### src/rtl/seg7_scan_ctrl.sv
// Multiplexed 7-segment display controller: hex or decimal (double-dabble) loading,
// leading-zero blanking, per-digit decimal points and a free-running digit scan.
module seg7_scan_ctrl #(
    parameter int unsigned DIGITS   = 8,
    parameter int unsigned SCAN_DIV = 200000
) (
    input  logic              clk,
    input  logic              rst,
    input  logic [31:0]       data,
    input  logic              data_en,
    input  logic              mode,
    input  logic              blank_lz,
    input  logic [DIGITS-1:0] dp_mask,
    output logic [DIGITS-1:0] led_en,
    output logic [7:0]        led_cx,
    output logic              busy
);
    localparam int unsigned IdxW = (DIGITS > 1) ? $clog2(DIGITS) : 1;
    localparam int unsigned CntW = $clog2(SCAN_DIV);
    localparam int unsigned BcdW = 40;

    typedef enum logic {StIdle, StConv} state_e;

    state_e              state_q, state_d;
    logic [DIGITS*4-1:0] disp_q, disp_d;
    logic [31:0]         shift_q, shift_d;
    logic [BcdW-1:0]     bcd_q, bcd_d;
    logic [4:0]          bit_cnt_q, bit_cnt_d;
    logic [CntW-1:0]     scan_cnt_q, scan_cnt_d;
    logic [IdxW-1:0]     idx_q, idx_d;
    logic                started_q, started_d;
    logic [DIGITS-1:0]   led_en_q, led_en_d;

    logic [BcdW-1:0]     bcd_adj, bcd_next;
    logic [3:0]          cur_digit;
    logic                nz_above;
    logic                blank;

    function automatic logic [6:0] glyph(input logic [3:0] v);
        unique case (v)
            4'h0: glyph = 7'b1000000;
            4'h1: glyph = 7'b1111001;
            4'h2: glyph = 7'b0100100;
            4'h3: glyph = 7'b0110000;
            4'h4: glyph = 7'b0011001;
            4'h5: glyph = 7'b0010010;
            4'h6: glyph = 7'b0000010;
            4'h7: glyph = 7'b1111000;
            4'h8: glyph = 7'b0000000;
            4'h9: glyph = 7'b0011000;
            4'hA: glyph = 7'b0001000;
            4'hB: glyph = 7'b0000011;
            4'hC: glyph = 7'b0100111;
            4'hD: glyph = 7'b0100001;
            4'hE: glyph = 7'b0000110;
            4'hF: glyph = 7'b0001110;
        endcase
    endfunction

    always_ff @(posedge clk or posedge rst) begin
        if (rst) begin
            state_q    <= StIdle;
            disp_q     <= '0;
            shift_q    <= '0;
            bcd_q      <= '0;
            bit_cnt_q  <= '0;
            scan_cnt_q <= '0;
            idx_q      <= '0;
            started_q  <= 1'b0;
            led_en_q   <= '1;
        end else begin
            state_q    <= state_d;
            disp_q     <= disp_d;
            shift_q    <= shift_d;
            bcd_q      <= bcd_d;
            bit_cnt_q  <= bit_cnt_d;
            scan_cnt_q <= scan_cnt_d;
            idx_q      <= idx_d;
            started_q  <= started_d;
            led_en_q   <= led_en_d;
        end
    end

    always_comb begin
        state_d = state_q;
        unique case (state_q)
            StIdle:  if (data_en && mode) state_d = StConv;
            StConv:  if (bit_cnt_q == 5'd31) state_d = StIdle;
            default: state_d = StIdle;
        endcase
    end

    always_comb begin
        busy = (state_q == StConv);
    end

    // One double-dabble step: add 3 to every BCD digit >= 5, then shift in the next bit.
    always_comb begin
        bcd_adj = bcd_q;
        for (int k = 0; k < BcdW / 4; k++) begin
            if (bcd_q[4*k +: 4] >= 4'd5) bcd_adj[4*k +: 4] = bcd_q[4*k +: 4] + 4'd3;
        end
        bcd_next = {bcd_adj[BcdW-2:0], shift_q[31]};
    end

    always_comb begin
        disp_d    = disp_q;
        shift_d   = shift_q;
        bcd_d     = bcd_q;
        bit_cnt_d = bit_cnt_q;
        unique case (state_q)
            StIdle: begin
                if (data_en) begin
                    if (mode) begin
                        shift_d   = data;
                        bcd_d     = '0;
                        bit_cnt_d = '0;
                    end else begin
                        disp_d = data[DIGITS*4-1:0];
                    end
                end
            end
            StConv: begin
                shift_d   = shift_q << 1;
                bcd_d     = bcd_next;
                bit_cnt_d = bit_cnt_q + 5'd1;
                if (bit_cnt_q == 5'd31) disp_d = bcd_next[DIGITS*4-1:0];
            end
            default: ;
        endcase
    end

    // The first post-reset cycle only lights digit 0; counting starts after it so
    // every digit, including the first, stays lit for SCAN_DIV cycles.
    always_comb begin
        started_d  = 1'b1;
        scan_cnt_d = scan_cnt_q;
        idx_d      = idx_q;
        if (started_q) begin
            if (scan_cnt_q == CntW'(SCAN_DIV - 1)) begin
                scan_cnt_d = '0;
                idx_d      = (idx_q == IdxW'(DIGITS - 1)) ? '0 : idx_q + 1'b1;
            end else begin
                scan_cnt_d = scan_cnt_q + 1'b1;
            end
        end
        led_en_d = ~(DIGITS'(1) << idx_d);
    end

    always_comb begin
        cur_digit = disp_q[idx_q*4 +: 4];
        nz_above  = 1'b0;
        for (int j = 0; j < int'(DIGITS); j++) begin
            if (j >= int'(idx_q) && disp_q[j*4 +: 4] != 4'h0) nz_above = 1'b1;
        end
        blank = blank_lz && (idx_q != '0) && !nz_above;
        if (&led_en_q) begin
            led_cx = 8'hFF;
        end else begin
            led_cx = {~dp_mask[idx_q], blank ? 7'h7F : glyph(cur_digit)};
        end
    end

    assign led_en = led_en_q;

endmodule

### config.mk
export PLATFORM = sky130hd
export DESIGN_NAME = seg7_scan_ctrl
export DESIGN_NICKNAME = d
export VERILOG_FILES = /design/src/rtl/seg7_scan_ctrl.sv
export SDC_FILE = /design/constraint.sdc
export NUM_CORES = 1
export LEC_CHECK = 0
export ABC_AREA = 1
export ABC_CLOCK_PERIOD_IN_PS = 8100
export CAP_MARGIN = 20
export CORE_UTILIZATION = 55
export CTS_BUF_LIST = sky130_fd_sc_hd__clkbuf_2
export DETAILED_ROUTE_END_ITERATION = 6
export GPL_ROUTABILITY_DRIVEN = 0
export PLACE_DENSITY = 0.76
export SETUP_SLACK_MARGIN = 0.2
export SLEW_MARGIN = 0
export SYNTH_ARGS = -nofsm -noshare
export SYNTH_HDL_FRONTEND = slang
export SYNTH_SLANG_ARGS = --single-unit
### constraint.sdc
create_clock -name clk -period 8.1 [get_ports clk]
set_input_delay 0.81 -clock clk [delete_from_list [all_inputs] [get_ports clk]]
set_output_delay 0.81 -clock clk [all_outputs]
set_load 0.03 [all_outputs]
* After elaboration in Yosys (flattened, before gate mapping)
Memory sizes are Yosys's and may differ from the RTL's. Index checks and enable logic that the tools add are counted.
Cells by class: bitwise gates (word level) 3, $lt $le $gt $ge 18, add/sub/neg operators 13, mux-type cells 42, equal/unequal tests 7, reduce and logical (&&, ||, !) cells 23, shifts and indexed selects 2
Operators by type and width (number):
- 32-bit 2-to-1 mux | 5
- 32-bit one-hot mux with 2 select lines | 2
- 40-bit 2-to-1 mux | 2
- 40-bit one-hot mux with 2 select lines | 1
- 4-bit by 3-bit greater-or-equal comparator with 1-bit output (second input constant) | 10
- 4-bit by 2-bit adder with 4-bit output (second input constant) | 9
- 4-bit 2-to-1 mux | 9
- 4-bit nonzero test | 8
- 32-bit by 6-bit variable part select with 4-bit output | 1
- 18-bit by 1-bit adder with 18-bit output (second input constant) | 1
- 18-bit == test (second input constant) | 1
- 18-bit 2-to-1 mux | 1
- 3-bit 2-to-1 mux | 4
- 1-bit 2-to-1 mux | 11
- 1-bit logical AND | 10
- 5-bit 2-to-1 mux | 2
- 5-bit one-hot mux with 2 select lines | 1
- 3-bit greater-or-equal comparator (first input constant) | 3
- 8-bit 2-to-1 mux | 1
- 8-bit NOT | 1
- 8-bit AND reduction | 1
- 1-bit by 3-bit left shift with 8-bit output (first input constant) | 1
- 7-bit 2-to-1 mux | 1
- 1-bit by 3-bit greater-or-equal comparator with 1-bit output (first input constant) | 2
- 16 further kinds | 20
Storage, ports and cells: ROM bits 112, register bits after elaboration 140, memories 1, bits of input ports 45, logic and storage cells 118
Memory list:
- (no name shown) | depth 16, width 7, read ports 1, clocked after memory_dff 0, write ports 0, RTL line 40 | unique case (v)

* Logic depth before layout (Yosys ltp)
depth after elaboration 14, depth in mapped cells 13, depth with buffers taken out 11

* Worst setup path after synthesis
Ideal clock, no wire load.
kind register to output, from register idx_q[0], to output led_cx[3], arrival time 1845 ps, data required time 7290 ps, path buffers 2, cell stages (with the launch flop) 14, setup slack 5445 ps, path through dfrtp_1 buf_4 inv_4 buf_6 nand2_1 nand3_1 nand2_1 nor2_1 inv_1 ha_1 inv_1 nand2_1 nand3_1 nand3_1
On the way: longest elaborated chain between the ends 14, elaborated cells on any way between the ends 30
RTL lines:
- from (decl) | RTL line 30 | logic [IdxW-1:0] idx_q, idx_d;
- from (signal assigned) | RTL line 78 | idx_q <= idx_d;
- 1-bit by 3-bit greater-or-equal comparator with 1-bit output | RTL line 154 | if (j >= int'(idx_q) && disp_q[j*4 +: 4] != 4'h0) nz_above = 1'b1;
- 1-bit logical AND | RTL line 154
- 1-bit 2-to-1 mux (8 in a row) | RTL line 154
- 1-bit zero test | RTL line 156 | blank = blank_lz && (idx_q != '0) && !nz_above;
- 1-bit logical AND | RTL line 156
- 7-bit 2-to-1 mux (*) | RTL line 160 | led_cx = {~dp_mask[idx_q], blank ? 7'h7F : glyph(cur_digit)};
- 8-bit 2-to-1 mux (*) | RTL line 157 | if (&led_en_q) begin
- to (decl) | RTL line 15 | output logic [7:0] led_cx,
Mark *: on every way between the ends. The rest lies on a longest branch, timed or not.

* Worst setup path in the final report
Same ends and word-level chain as after synthesis.

==> flow_summary_export.csv <==
group,metric,value,unit
yosys,synth_simple_gate_area_share,25.8,%
floorplan,die_width,117,um
clock_tree,post_cts_resized,0,
place,dp_cells,1153,
detailed_routing,vias,6265,
clock_tree,clockRootBuffer,"clkbuf_2",
yosys,synthesis.area,7290,um^2
clock_tree,cts_hold_buffers,0,
setup_path,cp_max_fo,26,
detailed_routing,drc,0,
power_and_ir_drop,leakage,0.00400,uW
finish,drive_gt1_share,6.42,%
finish,fill_cells,1117,
finish,fin_util,64.2,%
place,pre_cts_ws,4.43,ns
global_route,track_usage,25.4,%
min_path,hold_path_depth,1,
yosys,synth-edff-count,0,
detailed_routing,met1_length,7840,um
clock_tree,cts_setup_buffers,0,
timing,fmax,0.224,GHz
power_and_ir_drop,swShare,45.7,%
yosys,synth_area_per_cell,7.68,um^2
timing,worst_pin_slew,1.02,ns
setup_path,crit_arrival,3.65,ns
detailed_routing,wirelength,16000,um
clock_tree,cts_tree,"yes",
power_and_ir_drop,internal_power,1550,uW
detailed_routing,dr.first_iter.drc_count,502,
min_path,min_to,"bit_cnt_q[3]",
yosys,synth_top_flop_cell,"dfrtp_1",
place,numPortBuffers,61,
timing,slew_headroom,31.9,%
detailed_routing,drtPass1Iterations,7,
power_and_ir_drop,powerDensity,348,nW/um^2
run_status,status,"complete, no violations",
power_and_ir_drop,power_frac_clock,13.7,%
setup_path,rr_worst_depth,6,
timing,setup_violations,0,
finish,syn_to_final_growth,12.6,%
clock_tree,clkLatencyLatePin,0.70,ns
place,dp_hpwl,11300,um
finish,seq_area,3310,um^2
yosys,synthAdderAreaFrac,4.81,%
timing,finalWorstSetupSlack,3.64,ns
floorplan,coreArea,12800,um^2
power_and_ir_drop,p_comb_share,48.3,%
timing,slew_viol_final,0,
yosys,synth_compound_area_share,13.0,%
timing,rsz0062_at_grt,"false",
floorplan,dieArea,13700,um^2
setup_path,reg2reg_slack,5.63,ns
clock_tree,clock-sinks,132,
clock_tree,cts_buffers,17,
yosys,syn_nets,1022,
setup_path,reg2reg_from,"busy",
global_route,antenna_found_initial,0,
setup_path,end_kind,"output pin",
floorplan,pin_count,62,
floorplan,rows,41,
detailed_routing,via_per_inst,5.29,
min_path,hold_path.class,"reg2reg",
clock_tree,cts.path.max_buffers,2,
power_and_ir_drop,peakVddDrop,237,uV
global_route,grt_start_max_net_pins,72,
global_route,grt_first_pass_wirelength,26700,um
place,dpl_cell_area,7980,um^2
yosys,synth_top_family_by_area,"simple AND/OR/NAND/NOR gates",
timing,fin_setup_tns,0,ns
yosys,muxShareOfSynthArea,0,%
finish,multiInputGateArea,3310,um^2
finish,finalNetCount,1073,
floorplan,floorplan.initialDensity,57.1,%
yosys,synthArstFlopShare,100,%
job,cap_violations,0,
finish,fin_area,8210,um^2
detailed_routing,route.met2.wl,7200,um
setup_path,crit_type,"reg2out",
setup_path,start_kind,"flip-flop",
yosys,synth_cell_types,38,
detailed_routing,ant_nets,0,
global_route,grt_pass1_vias,5579,
timing,fin_worst_skew,0.0285,ns
timing,min_period,4.46,ns
finish,antennaDiodeCount,0,
yosys,yosys_register_bits,132,
min_path,hp-start,"bit_cnt_q[3]",
floorplan,die_y,117,um
power_and_ir_drop,power_frac_seq,38.0,%
clock_tree,cts_htree_levels,4,
detailed_routing,top_layer_used,"met4",
setup_path,rr_endpoint,"disp_q[13]",
power_and_ir_drop,switchingPower,1310,uW
clock_tree,clkSlewWorstSetupHoldPaths,0.21,ns
detailed_routing,wl_per_cell,13.5,um
finish,finalNonFillerCells,1185,
yosys,synth_xor_area_share,1.68,%
setup_path,worst_ep_required_time,7.29,ns
yosys,seq_area_frac_synth,45.4,%
yosys,synthCells,949,
timing,fin_crit_sh,55.1,%
timing,finalHoldViolations,0,
global_route,grt_overflow_total,0,
detailed_routing,wl_met3,792,um
yosys,yosysWarnings,0,
power by group through the flow:
stage          sequential, uW  clock (uW)  combinational (uW)
6_report                 1090         390                1380
5_1_grt                  1120         424                1580
4_1_cts                  1080         397                1380
3_5_place_dp             1100           0                1380
3_3_place_gp             1090           0                1350
2_1_floorplan            1050           0                1060
worst max-delay path: stages (launching register included):
cell and delay, ns:
dfrtp_1 0.72, inv_4 0.34, nand2_1 0.08, nand3_1 0.09, nand2_1 0.05, nor2_1 0.36
inv_1 0.15, ha_1 0.22, inv_1 0.07, nand2_1 0.07, nand3_1 0.11, nand3_1 0.08
clkdlybuf4s50_1 0.61
state kept, by name, summed over array words and instances, names as in the netlist:
name,flops
disp_q,32
idx_q,3
led_en,8
started_q,1
bit_cnt_q,5
bcd_q,32
shift_q,32
scan_cnt_q,18
busy,1
layout by cell type, fill, tap and decap left out, drive strengths merged, types with 16 or more instances in the layout:
master / count
a21oi: 16
a31oi: 24
clkbuf: 18
clkdlybuf4s50: 61
dfrtp: 124
ha: 28
inv: 135
nand2: 236
nand3: 80
nor2: 104
o211ai: 29
o21ai: 79
through the flow:
stage | hold slack [ns] | total power (uW)
floorplan | 0.453 | 2110
global placement | 0.467 | 2440
detailed placement | 0.474 | 2480
CTS | 0.513 | 2860
global route | 0.529 | 3120
finish | 0.507 | 2860
Yosys cell counts, types with 13 or more instances:
cell	n	area, um^2
inv_1	124	465
nand3_1	80	400
ha_1	28	350
nand4_1	14	87.6
nand2_1	230	863
xor2_1	13	114
dfrtp_1	124	3100
a21oi_1	16	80.1
clkbuf_1	20	75.1
nor2_1	97	364
a31oi_1	24	150
o211ai_1	29	218
o21ai_0	76	380
worst max-delay path by stage:
stage	start	end	slack, ns	cells past startpoint
2_1_floorplan	rst	bcd_q[0]	3.78	1
3_3_place_gp	idx_q[0]	led_cx[3]	4.51	12
3_5_place_dp	idx_q[0]	led_cx[3]	4.43	12
4_1_cts	idx_q[0]	led_cx[3]	3.62	12
5_1_grt	idx_q[0]	led_cx[3]	3.30	12
6_report	idx_q[0]	led_cx[3]	3.64	12
area by class of cell:
class / count / share of cell area [%]
multi-input cells: 650 / 40.3
clock inverters: 14 / 1.65
flip-flops and latches: 132 / 40.4
clock buffers: 18 / 1.10
repair buffers: 64 / 7.71
well taps: 172 / 2.62
inverters: 135 / 6.24
per-layer routing:
layer  up-vias  track usage (%)
met5         -                0
met4         0             7.17
li1       3201                -
met3        21             4.94
met2       164             39.8
met1      2879             36.1
kinds of logic (layout without fill, tap and decap cells):
group	count (synthesis)	in the layout
AOI/OAI and AO/OA	161	161
xor gates and xnor gates	14	14
adders and majority gates	28	28
buffers and inverters	167	231
DFF	132	132
other	1	1
and+or+nand+nor	446	446
Power figures use the tool's default switching activity.
==> RTL edit (config.mk and constraints unchanged) <==
Set the parameter `SCAN_DIV` to 800000 (it was 200000).
--- a/src/rtl/seg7_scan_ctrl.sv
+++ b/src/rtl/seg7_scan_ctrl.sv
@@ -3,5 +3,5 @@
 module seg7_scan_ctrl #(
     parameter int unsigned DIGITS   = 8,
-    parameter int unsigned SCAN_DIV = 200000
+    parameter int unsigned SCAN_DIV = 800000
 ) (
     input  logic              clk,
Behaviour: same outputs for any inputs over 10 cycles, from zero or initial values and one cycle with rst high; that may be too few to reach the edited logic, so the function may still have changed.
==> RTL edit against the original RTL <==
Global-route usage rose by 1.4 points. Cell area rose by 3.4%. Sequential cell count rose by 2. Critical endpoint unchanged. Largest cell class is now multi-input combinational cells. Setup slack improved by 0.026 ns. Count of clock-buffer cells in the layout did not move. Routed wire length rose by 7.5%. Synthesized area rose by 2.8%. Total power rose by 3.4%.
==> RTL edit: results (changes against the original RTL) <==
biggest registers after layout=bcd_q x32, disp_q x32, shift_q x32; largest net degree at the start of global routing=83 (+15%); Top Family by Delay on Critical Path=buffers and inverters; Gates resized, CTS repair=0 (unchanged); FF-to-FF End=disp_q[26]$_DFFE_PP0P_; dpl hpwl=12030 microns (+6.2%); Worst-path clk slew=0.19 ns (-0.02 ns); Worst R2R Start=busy$_DFF_PP0_; post-synthesis sequential area ratio=44.87% (-0.58 points); DR iter-0 viols=470 (-6.4%); Cell variety after synth=39 (+2.6%); Switch Pwr=0.001353 W (+3.6%); post-synthesis mux area share=0% (unchanged); Syn. warnings=0 (unchanged); Layout Skew=0.02812 ns (-0.0004107 ns); hold path startpoint=bit_cnt_q[3]$_DFFE_PP0P_; met2 usage=42.47% (+2.6 points); share of cells above drive strength 1=6.723% (+0.31 points); Final nets=1116 (+4.0%); P_leak=4.164 nW (+4.2%); GRT met3 Usage=6.033% (+1.1 points); final wirelength=17240 microns (+7.5%); worst min-delay path category=flop to flop; crit path DAT=3.62 ns (-0.03 ns); Area contributors post-synth=dfrtp_1 42%, nand2_1 14%, nor2_1 6.4%; slowest CP cell=dfrtp_1; Post-DP Area=8200 sq um (+2.7%); global-route met1 utilization=36.96% (+0.88 points); Synth Area in Adders=4.674% (-0.13 points); compound-gate portion of the synthesized area=11.62% (-1.4 points); TritonCTS Buffers=17 (unchanged); Crit Path Max Fanout=26 (unchanged); Setup Buffers After CTS=0 (unchanged); clk buf depth=2 (unchanged); Worst Hold Path Cells=1 (unchanged); slowest stage delay, CP=between 0.7 and 0.8 ns; XOR/XNOR share of the synthesized area=2.103% (+0.42 points); first-pass GRT wire length=29990 microns (+12%); Synth top cells by count=279 x nand2_1, 128 x nor2_1, 126 x dfrtp_1, 113 x inv_1, 71 x o21ai_0; vias in the first global route=6290 (+13%); FF-to-FF path depth=6 (unchanged); number of fill cells=1235 (+11%); Slew @ Worst Pin=0.9488 ns (-0.06989 ns); status=finished, final reports clean; initial antenna violation count=1 (+1); Worst Hold End=bit_cnt_q[3]$_DFFE_PP0P_; input/output buffers=61 (unchanged); maximum vdd ir drop=229.3 uV (-3.2%); root buffer cell=clkbuf_2; global-route usage over all layers=26.80% (+1.4 points); First-pass DRT Iterations=7 (unchanged); H-tree depth=4 (unchanged); reg-to-reg setup timing slack=5.62 ns (about the same); Async S/R FF share, synth=100.0% (unchanged); Clk Latency, worst-skew pair=0.71 ns; Vias/cell=5.302 (+0.29%)
-- RTL edit: cell types whose count changed in the layout (fill, tap and decap cells not counted), moves of 3 or more --
cell     change
diode_2      +5
nor2_1      +31
nand3_2      +3
a21oi_1      -6
nand3_1     -18
o21ai_0      -5
inv_1       -11
nand2_1     +49
-- RTL edit: final cells by class --
cell class                 count  area, sq um  area share (%)
tap                          176        220.2           2.594
clock buffer                  18        90.09           1.061
sequential                   134         3364           39.64
multi-input combinational    704         3520           41.47
antenna                        5        12.51          0.1474
clock inverter                14        157.7           1.857
inverter                     120        455.4           5.366
timing repair buffer          66        668.1           7.871
-- RTL edit: how the worst max path moves through the flow --
stage | start | end | slack [ns] | cells after the start
after floorplan | rst | bcd_q[0]$_DFFE_PP0P_ | 3.72 | 1
after global placement | idx_q[0]$_DFF_PP0_ | led_cx[2] | 4.47 | 11
after detailed placement | idx_q[0]$_DFF_PP0_ | led_cx[2] | 4.45 | 11
after CTS | idx_q[0]$_DFF_PP0_ | led_cx[2] | 3.64 | 11
after global routing | idx_q[0]$_DFF_PP0_ | led_cx[2] | 3.36 | 11
final | idx_q[0]$_DFF_PP0_ | led_cx[3] | 3.67 | 12
-- RTL edit: routing by layer --
metal	vias to the layer above	routed length, microns
li1	3294	-
met1	3070	8112
met2	180	7921
met3	15	1025
met4	0	183
met5	-	0
-- RTL edit: metrics by stage --
step / std cells / setup slack [ns] / hold WS (ns) / utilization [%] / total power (W)
6_report: 1237 / 3.667 / 0.5138 / 64.10 / 0.002954
2_1_floorplan: 990 / 3.720 / 0.4529 / - / 0.002150
3_5_place_dp: 1199 / 4.448 / 0.4752 / 61.92 / 0.002534
5_1_grt: 1237 / 3.358 / 0.4956 / 64.10 / 0.003237
4_1_cts: 1231 / 3.636 / 0.4951 / 63.79 / 0.002957
3_3_place_gp: 1199 / 4.471 / 0.4666 / 61.92 / 0.002488
-- RTL edit: logic make-up after synthesis --
group,after synthesis
simple gates,511
buf+inv,152
compound gates,146
flops,134
fa+ha+maj,28
xor+xnor,18
other cells,1
-- RTL edit: power by group through the flow --
stage | registers, W | logic [W] | clock network (W)
floorplan | 0.00106 | 0.00109 | 0
global placement | 0.00110 | 0.00139 | 0
detailed placement | 0.00111 | 0.00142 | 0
CTS | 0.00110 | 0.00143 | 0.000429
global route | 0.00113 | 0.00164 | 0.000463
finish | 0.00110 | 0.00143 | 0.000420
